==> src/rtl/sat_counter.sv <==
// Saturating up-counter with synchronous clear.
//   clk, rst_n : clock, asynchronous active-low reset
//   clr_i      : clear to zero (has priority over inc_i)
//   inc_i      : increment by one, holding at all-ones
//   count_o    : current count
module sat_counter #(
  parameter int unsigned W = 8
) (
  input  logic         clk,
  input  logic         rst_n,
  input  logic         clr_i,
  input  logic         inc_i,
  output logic [W-1:0] count_o
);

  logic [W-1:0] count_q, count_d;

  always_comb begin
    count_d = count_q;
    if (clr_i) begin
      count_d = '0;
    end else if (inc_i && (count_q != '1)) begin
      count_d = count_q + 1'b1;
    end
  end

  always_ff @(posedge clk or negedge rst_n) begin
    if (!rst_n) begin
      count_q <= '0;
    end else begin
      count_q <= count_d;
    end
  end

  assign count_o = count_q;

endmodule

==> config.mk <==
export PLATFORM = sky130hd
export DESIGN_NAME = sat_counter
export DESIGN_NICKNAME = d
export VERILOG_FILES = /design/src/rtl/sat_counter.sv
export SDC_FILE = /design/constraint.sdc
export NUM_CORES = 1
export LEC_CHECK = 0
export BUFFER_PORTS_ARGS = -buffer_cell sky130_fd_sc_hd__buf_2
export CAP_MARGIN = 20
export CORE_MARGIN = 3
export CORE_UTILIZATION = 30
export DETAILED_ROUTE_END_ITERATION = 12
export PLACE_DENSITY_LB_ADDON = 0.12
export RECOVER_POWER = 100
export SLEW_MARGIN = 20
export SYNTH_ARGS = -nofsm -noshare
export SYNTH_HDL_FRONTEND = slang
export SYNTH_SLANG_ARGS = --single-unit
==> constraint.sdc <==
create_clock -name clk -period 2.12 [get_ports clk]
set_input_delay 0 -clock clk [delete_from_list [all_inputs] [get_ports clk]]
set_output_delay 0 -clock clk [all_outputs]
set_load 0.005 [all_outputs]
After elaboration in Yosys (flattened, before gate mapping)
Index checks and enable logic that the tools add are counted.

Word-level logic and storage cells: 7. Memory bits (read-only): 0. Bits in latches: 0. Output and inout bits: 8. Flip-flop bits (word level): 8. Memories kept: 0. Memory bits (writable): 0.

Muxes and demuxes: 2. $add $sub $neg: 1. $mul: 0. Shifts and indexed selects: 0. Divide/modulo/power cells: 0. Bitwise gates (word level): 0. Equal/unequal tests: 1. Order comparisons: 0. Reduce and logical (&&, ||, !) cells: 2.

Operators with widths (count): 8-bit two-way mux (2); 8-bit by 1-bit adder with 8-bit output, second input constant (1); 8-bit != test, second input constant (1); 2-bit nonzero test (1); 1-bit logical AND (1).

Logic depth before layout (Yosys ltp)
Gate-level depths: netlist of the first run.

Depth after elaboration: 4. Mapped depth: 4. Depth with buffers taken out: 4.

Worst setup path after synthesis of the first run
Ideal clock, no wire load.

Kind: register to register. From: register count_q[0] (netlist: count_o[0]). To: register count_q[0] (netlist: count_o[0]). Data arrival time: 1480 ps. Clock period less this slack: 1604 ps. Library setup time: 125 ps. Path slack: 516 ps. Path buffers: 0. Stages on the path, launching flop included: 5. Cell sequence: dfrtp_1 > ha_1 > and4_2 > a21boi_1 > mux2_2.

Longest elaborated chain between the ends: 3.

RTL lines: start: declaration (RTL line 16) `logic [W-1:0] count_q, count_d;`; start signal: assignment (RTL line 31) `count_q <= count_d;`; 8-bit by 1-bit adder with 8-bit output / 8-bit != test (equally long branches) (RTL line 23, 22); 8-bit two-way mux / 1-bit logical AND (equally long branches) (RTL line 22) `end else if (inc_i && (count_q != '1)) begin`; 8-bit two-way mux / 2-bit nonzero test (equally long branches).

Parallel ways exist; a longest one is shown, timed or not. The select of a mux whose other input is x is not followed. A chain may end at the register's enable or synchronous reset.

Worst setup path in the final report of the first run
Ends and elaborated chain as after synthesis.

==> results of run 1 <==
-- synthesized netlist by cell type, drive strengths merged --
| master | instances |
|---|---|
| nor2 | 2 |
| a211oi | 1 |
| a21oi | 3 |
| nor4 | 1 |
| nand2 | 2 |
| clkbuf | 1 |
| nor2b | 3 |
| nand3 | 3 |
| nand2b | 3 |
| ha | 1 |
| nand4 | 1 |
| a21boi | 1 |
| inv | 2 |
| o21ai | 1 |
| dfrtp | 8 |
| mux2 | 2 |
| a41oi | 1 |
| a31oi | 1 |
| and4 | 2 |
| a2111oi | 1 |
| buf | 1 |
| mux2i | 1 |
| nor3b | 1 |
| nor3 | 4 |
| and3 | 1 |
| or3 | 1 |
-- power groups by stage --
stage | logic, mW | registers (mW) | clock network (mW)
after global placement | 0.0287 | 0.164 | 0
after detailed placement | 0.0279 | 0.165 | 0
after CTS | 0.0294 | 0.162 | 0.122
final | 0.0277 | 0.162 | 0.117
after floorplan | 0.0156 | 0.164 | 0
after global routing | 0.0324 | 0.163 | 0.132
-- metrics by stage --
stage / hold WS [ns] / utilization
detailed placement: -0.140 / 0.383
global route: 0.0750 / 0.397
floorplan: -0.296 / -
global placement: -0.138 / 0.383
CTS: 0.0603 / 0.406
finish: 0.0577 / 0.397
-- routing by layer --
layer,GRT usage,part of all wire,up-vias
met5,0,0,-
met4,0.0292,0.0060,0
met3,0.0598,0.068,2
met2,0.167,0.43,10
met1,0.148,0.49,202
li1,-,-,212
-- placed cells by master (no fill, tap or decap), types with 2 or more instances in the layout --
cell type	n
nand2b_1	3
nor2_1	2
nor2b_1	3
buf_2	6
nand3_1	3
inv_1	2
nor3_1	4
and4_1	2
mux2_2	2
dfrtp_1	8
a21oi_1	3
clkbuf_4	3
nand2_1	2
clkbuf_1	4
-- cells by family after synthesis --
kind of cell / after synthesis
simple gates: 24
mux: 3
compound gates: 9
flops: 8
buf+inv: 4
fa+ha+maj: 1
-- final cells by class --
type,instances,area [um2]
flip-flops and latches,8,200
clock buffers,3,22.5
repair buffers,12,58.8
fillers,151,833
multi-input cells,37,241
inverters,2,7.51
well taps,15,18.8
-- worst max-delay path, stage by stage, from the launching register on --
cell and delay (ns):
dfrtp_1 0.43, ha_1 0.29, and4_1 0.26, a21boi_0 0.31
mux2_2 0.37
-- repair_timing --
action	4_1_cts	5_1_grt
hold endpoints to repair	8	0
hold buffers	1	0
resized for setup	0	0
-- how the worst max path moves through the flow --
stage / start / cells after the start / to / slack, ns
3_3_place_gp: count_o[0] / 4 / count_o[0] / 0.46
5_1_grt: count_o[0] / 4 / count_o[0] / 0.17
3_5_place_dp: count_o[0] / 4 / count_o[0] / 0.42
4_1_cts: count_o[0] / 4 / count_o[0] / 0.41
2_1_floorplan: count_o[0] / 4 / count_o[0] / 0.52
6_report: count_o[0] / 4 / count_o[0] / 0.34
==> impl_metrics.tcl, run 1 <==
set metrics [dict create \
    power_frac_comb 0.090 \
    timing_max_transition_violations_final 0 \
    avgViaCountPerCell 5.53 \
    sequentialPowerShare 0.528 \
    cts_tree "yes" \
    pre_cts_ws_ns 0.416 \
    syn_area_per_cell_um2 9.47 \
    r2r_end "count_o[0]" \
    ir_worst_vdd_mv 0.321 \
    power.density_nw_per_um2 558 \
    wire_per_inst_um 12.9 \
    ys_ff_latch 8 \
    synth_simple_gate_area_frac 0.310 \
    leakagePower_nw 0.239 \
    final_area_um2 549 \
    die_area_um2 2060 \
    hold_depth 2 \
    placed_cell_area_um2 529 \
    largest_reg_flops 8 \
    grt_max_degree 12 \
    dp.cells 73 \
    synth_top_family_by_area "simple AND/OR/NAND/NOR gates" \
    cts-root-buf "clkbuf_4" \
    synthAdderAreaFrac 0.0270 \
    grt_pass1_wl_mm 1.66 \
    clock_latency_ns 0.25 \
    synth-compound-area-share 0.127 \
    finalPower_mw 0.307 \
    synthTopCellsByArea "dfrtp_1 (43%), mux2_2 (4.9%), nor3_1 (4.3%)" \
    grt_pass1_vias 368 \
    tightest_slew_ns 0.471 \
    ys_warn_count 0 \
    yosys.area.top_type "dfrtp_1" \
    critPathMaxFanout 7 \
    die_w_um 45.3 \
    clockBufferDepth 2 \
    cts_made_buffers 3 \
    postRouteAntennaNets 0 \
    rsz0062_at_grt "false" \
    instances_no_fill 77 \
    rrSetupSlack_ns 0.34 \
    globalRouteTotalUtil 0.115 \
    worstHoldStart "clr_i" \
    pin_count 12 \
    finalSetupTns_ns 0 \
    finalWorstSetupSlack_ns 0.338 \
    p_clk_frac 0.381 \
    crit_path_end_kind "flip-flop" \
    skew_ns 0.00431 \
    drv_cap 0 \
    cp.arrival_ns 1.92 \
    drc 0 \
    switching_share 0.238 \
    drive_gt1_frac 0.177 \
    critical_path_class "reg -> reg" \
    antenna_found_initial 0 \
    yosys.area_share.xor_xnor 0 \
    drt_pass1_iterations 4 \
    run_status "finished clean" \
    n_antenna_cell 0 \
    nets 69 \
    hold_violations 0 \
    syn_inst 49 \
    synth_mux_area_frac 0.0701 \
    setup-violations-final 0 \
    reg2reg_depth 4 \
    yosysSeqAreaShare 0.431 \
    htree_levels 1 \
    synth.distinct_cells 28 \
    rr_startpoint "count_o[0]" \
    synth_top_area_share 0.431 \
    syn_area_um2 464 \
    cts_sinks 8 \
    fmax_mhz 561 \
    cp-start-kind "flip-flop" \
    hp-class "in -> reg" \
    area.growth.synth_to_final_pct 18.3 \
    p_switching_mw 0.0730 \
    cp.required_ns 2.26 \
    gr-total-overflow 0 \
    cellInternalPower_mw 0.234 \
    synth.net_count 54 \
    first_iter_violations 3 \
    fin_crit_ns 1.78 \
    clk_pin_slew_worst_paths_ns 0.06 \
    die_h_um 45.3 \
    core_um2 1380 \
    place_congestion 0.709 \
    num_vias 426 \
    routed_wirelength_um 994 \
    start_util 0.336 \
    post-cts-setup-buffers 0 \
    slew_headroom 0.686 \
    hold_path_end "count_o[7]" \
    std_cell_rows 13 \
    finalCritPeriodShare 0.840 \
    numPortBuffers 11 \
]
Note: power is estimated with default switching activity, not from simulation.
==> run 2: changes to the inputs <==
--- a/config.mk
+++ b/config.mk
@@ -5,6 +5,7 @@
 export SDC_FILE = /design/constraint.sdc
 export NUM_CORES = 1
 export LEC_CHECK = 0
+export ABC_AREA = 1
 export BUFFER_PORTS_ARGS = -buffer_cell sky130_fd_sc_hd__buf_2
 export CAP_MARGIN = 20
 export CORE_MARGIN = 3
==> constraint.sdc (replaced) <==
create_clock -name clk -period 1.84 [get_ports clk]
set_input_delay 0 -clock clk [delete_from_list [all_inputs] [get_ports clk]]
set_output_delay 0 -clock clk [all_outputs]
set_load 0.005 [all_outputs]
==> impl_metrics.tcl, run 2 <==
set metrics [dict create \
    synthFlopType "dfrtp_1" \
    drc 0 \
    drive_gt1_frac 0.169 \
    grt_max_degree 9 \
    rsz0062_at_grt "false" \
    crit_family "flip-flops" \
    clk_pin_slew_worst_paths_ns 0.06 \
    synth_top_family_by_area "simple AND/OR/NAND/NOR gates" \
    die_area_um2 2240 \
    crit_path_end_kind "flip-flop" \
    endpoint "count_o[7]" \
    yosys.area_share.xor_xnor 0 \
    numPortBuffers 11 \
    pin_count 12 \
    yosysSeqAreaShare 0.391 \
    hold_depth 3 \
    synth-edff-count 0 \
    cp-start-kind "flip-flop" \
    synth.distinct_cells 15 \
    largest_reg_flops 8 \
    setup.worst_path.start "count_o[0]" \
    place_congestion 0.826 \
    reg2reg_depth 7 \
    hp-class "in -> reg" \
    run_status "finished clean" \
    clock_latency_ns 0.25 \
    synth_mux_area_frac 0 \
    cp.required_ns 1.99 \
    skew_ns 0.00488 \
    final_area_um2 608 \
    cts_tree "yes" \
    htree_levels 1 \
    cpPeakStageDelay_ns 0.41 \
    power_frac_comb 0.129 \
    hold_violations 0 \
    postRouteAntennaNets 0 \
    cts_made_buffers 3 \
    synth_simple_gate_area_frac 0.399 \
    setup-violations-final 0 \
    leakagePower_nw 0.321 \
    sequentialPowerShare 0.512 \
    p_switching_mw 0.102 \
    synthAdderAreaFrac 0.0244 \
    grt_pass1_vias 442 \
    cts-root-buf "clkbuf_4" \
    rr_startpoint "count_o[0]" \
    wire_per_inst_um 11.8 \
    cts_sinks 8 \
    crit_slowest_cell "dfrtp_1" \
    die_w_um 47.3 \
    first_iter_violations 13 \
    yosysMostFrequentCell "nand2_1" \
    grt_pass1_wl_mm 2.16 \
    syn_area_um2 512 \
    syn_inst 74 \
    clockBufferDepth 2 \
    switching_share 0.268 \
    cellInternalPower_mw 0.278 \
    dp_hpwl_um 942 \
    antenna_found_initial 0 \
    critical_path_class "reg -> reg" \
    fin_crit_ns 1.47 \
    tightest_slew_ns 0.491 \
    cp.depth 7 \
    area.growth.synth_to_final_pct 18.8 \
    gr-total-overflow 0 \
    rrSetupSlack_ns 0.37 \
    std_cell_rows 14 \
    finalCritPeriodShare 0.798 \
    placed_cell_area_um2 587 \
    critPathMaxFanout 4 \
    ys_warn_count 0 \
    drv_cap 0 \
    routed_wirelength_mm 1.24 \
    fmax_mhz 681 \
    path_cells "ha_1 > nand2_1 > nor2_1 > a21oi_1 > nand3_1 > nand2_1 > inv_1" \
    num_vias 492 \
    power.density_nw_per_um2 625 \
    cpMostUsedCell "nand2_1" \
    fill_cells 177 \
    p_clk_frac 0.359 \
    finalSetupTns_ns 0 \
    final_common_cell "nand2_1" \
    async_reset_ff_frac 1.00 \
    ir_worst_vdd_mv 0.357 \
    synth_common_cells "nand2_1 (25), inv_1 (10), nand3_1 (9)" \
    synth-compound-area-share 0.0954 \
    ys_ff_latch 8 \
    timing_max_transition_violations_final 0 \
    synthTopCellsByArea "dfrtp_1 (39%), nand2_1 (18%), nand3_1 (8.8%)" \
    avgViaCountPerCell 4.69 \
    cp.arrival_ns 1.62 \
    syn_area_per_cell_um2 6.92 \
    drt_pass1_iterations 4 \
    slew_headroom 0.673 \
    n_antenna_cell 0 \
    yosys.area.top_type "dfrtp_1" \
    globalRouteTotalUtil 0.143 \
    r2r_end "count_o[7]" \
    cp.buffers_inverters 1 \
    start_util 0.328 \
    nets 96 \
    synth_top_area_share 0.391 \
    die_h_um 47.3 \
    core_um2 1560 \
    cts-resized-gates 0 \
    layout_common_cells "nand2_1 (27), inv_1 (10), nand3_1 (9)" \
    synth.net_count 79 \
]
[run 2: cell types whose count changed after synthesis, sizes merged, moves of 3 or more]
cell | previous run | this run
nor2 | 2 | 7
nand2 | 2 | 28
nand2b | 3 | 0
nand3 | 3 | 9
nor2b | 3 | 0
inv | 2 | 10
[run 2: worst min path at each step]
| stage | start | to | slack, ns |
|---|---|---|---|
| 2_1_floorplan | rst_n | count_o[0] | -0.30 |
| 3_3_place_gp | rst_n | count_o[5] | -0.14 |
| 3_5_place_dp | rst_n | count_o[5] | -0.14 |
| 4_1_cts | inc_i | count_o[5] | 0.02 |
| 5_1_grt | inc_i | count_o[5] | 0.02 |
| 6_report | inc_i | count_o[5] | 0.01 |
[run 2: layout make-up]
| type | instances | area [um2] | area share |
|---|---|---|---|
| clock buffers | 3 | 22.5 | 0.0370 |
| inverters | 11 | 46.3 | 0.0761 |
| multi-input cells | 55 | 258 | 0.424 |
| flip-flops and latches | 8 | 200 | 0.329 |
| well taps | 16 | 20.0 | 0.0329 |
| repair buffers | 12 | 61.3 | 0.101 |
[run 2: metrics by stage]
stage | total power, mW | hold WS (ns) | setup slack (ns) | util | std cells
6_report | 0.380 | 0.0109 | 0.371 | 0.390 | 105
5_1_grt | 0.407 | 0.0156 | 0.254 | 0.390 | 105
4_1_cts | 0.393 | 0.0189 | 0.433 | 0.397 | 105
3_5_place_dp | 0.247 | -0.136 | 0.443 | 0.376 | 101
3_3_place_gp | 0.248 | -0.137 | 0.481 | 0.376 | 101
2_1_floorplan | 0.223 | -0.296 | 0.567 | - | 74
[run 2: kinds of logic (layout without fill, tap and decap cells)]
kind of cell,Yosys count,after routing
AND/OR/NAND/NOR,46,46
AO/OA/AOI/OAI,8,8
flip-flops,8,8
buffers and inverters,11,26
adder cells (fa/ha/maj),1,1
[run 2: worst register-to-register path, cell delays in order (launching register included)]
cell and delay, ns:
dfrtp_1 0.41, ha_1 0.22, nand2_1 0.13, nor2_1 0.07, a21oi_1 0.30, nand3_1 0.12, nand2_1 0.08, inv_1 0.03
[run 2: power groups by stage]
| stage | Combinational (mW) | Clock [mW] | Sequential, mW |
|---|---|---|---|
| after floorplan | 0.0264 | 0 | 0.196 |
| after global placement | 0.0505 | 0 | 0.197 |
| after detailed placement | 0.0495 | 0 | 0.198 |
| after CTS | 0.0519 | 0.147 | 0.194 |
| after global routing | 0.0558 | 0.155 | 0.196 |
| final | 0.0492 | 0.136 | 0.194 |
[run 2: repair_timing]
action	in CTS	in global routing
setup buffers	0	0
hold buffers	1	0
endpoints found under the hold margin	8	0
[run 2: layer usage]
metal  vias to the layer above  wire length [um]  track usage  part of all wire
li1                        264                 -            -                 -
met1                       219               638        0.203              0.51
met3                         2                55       0.0575             0.044
met5                         -                 0            0                 0
met4                         0                15       0.0497             0.012
met2                         7               534        0.193              0.43
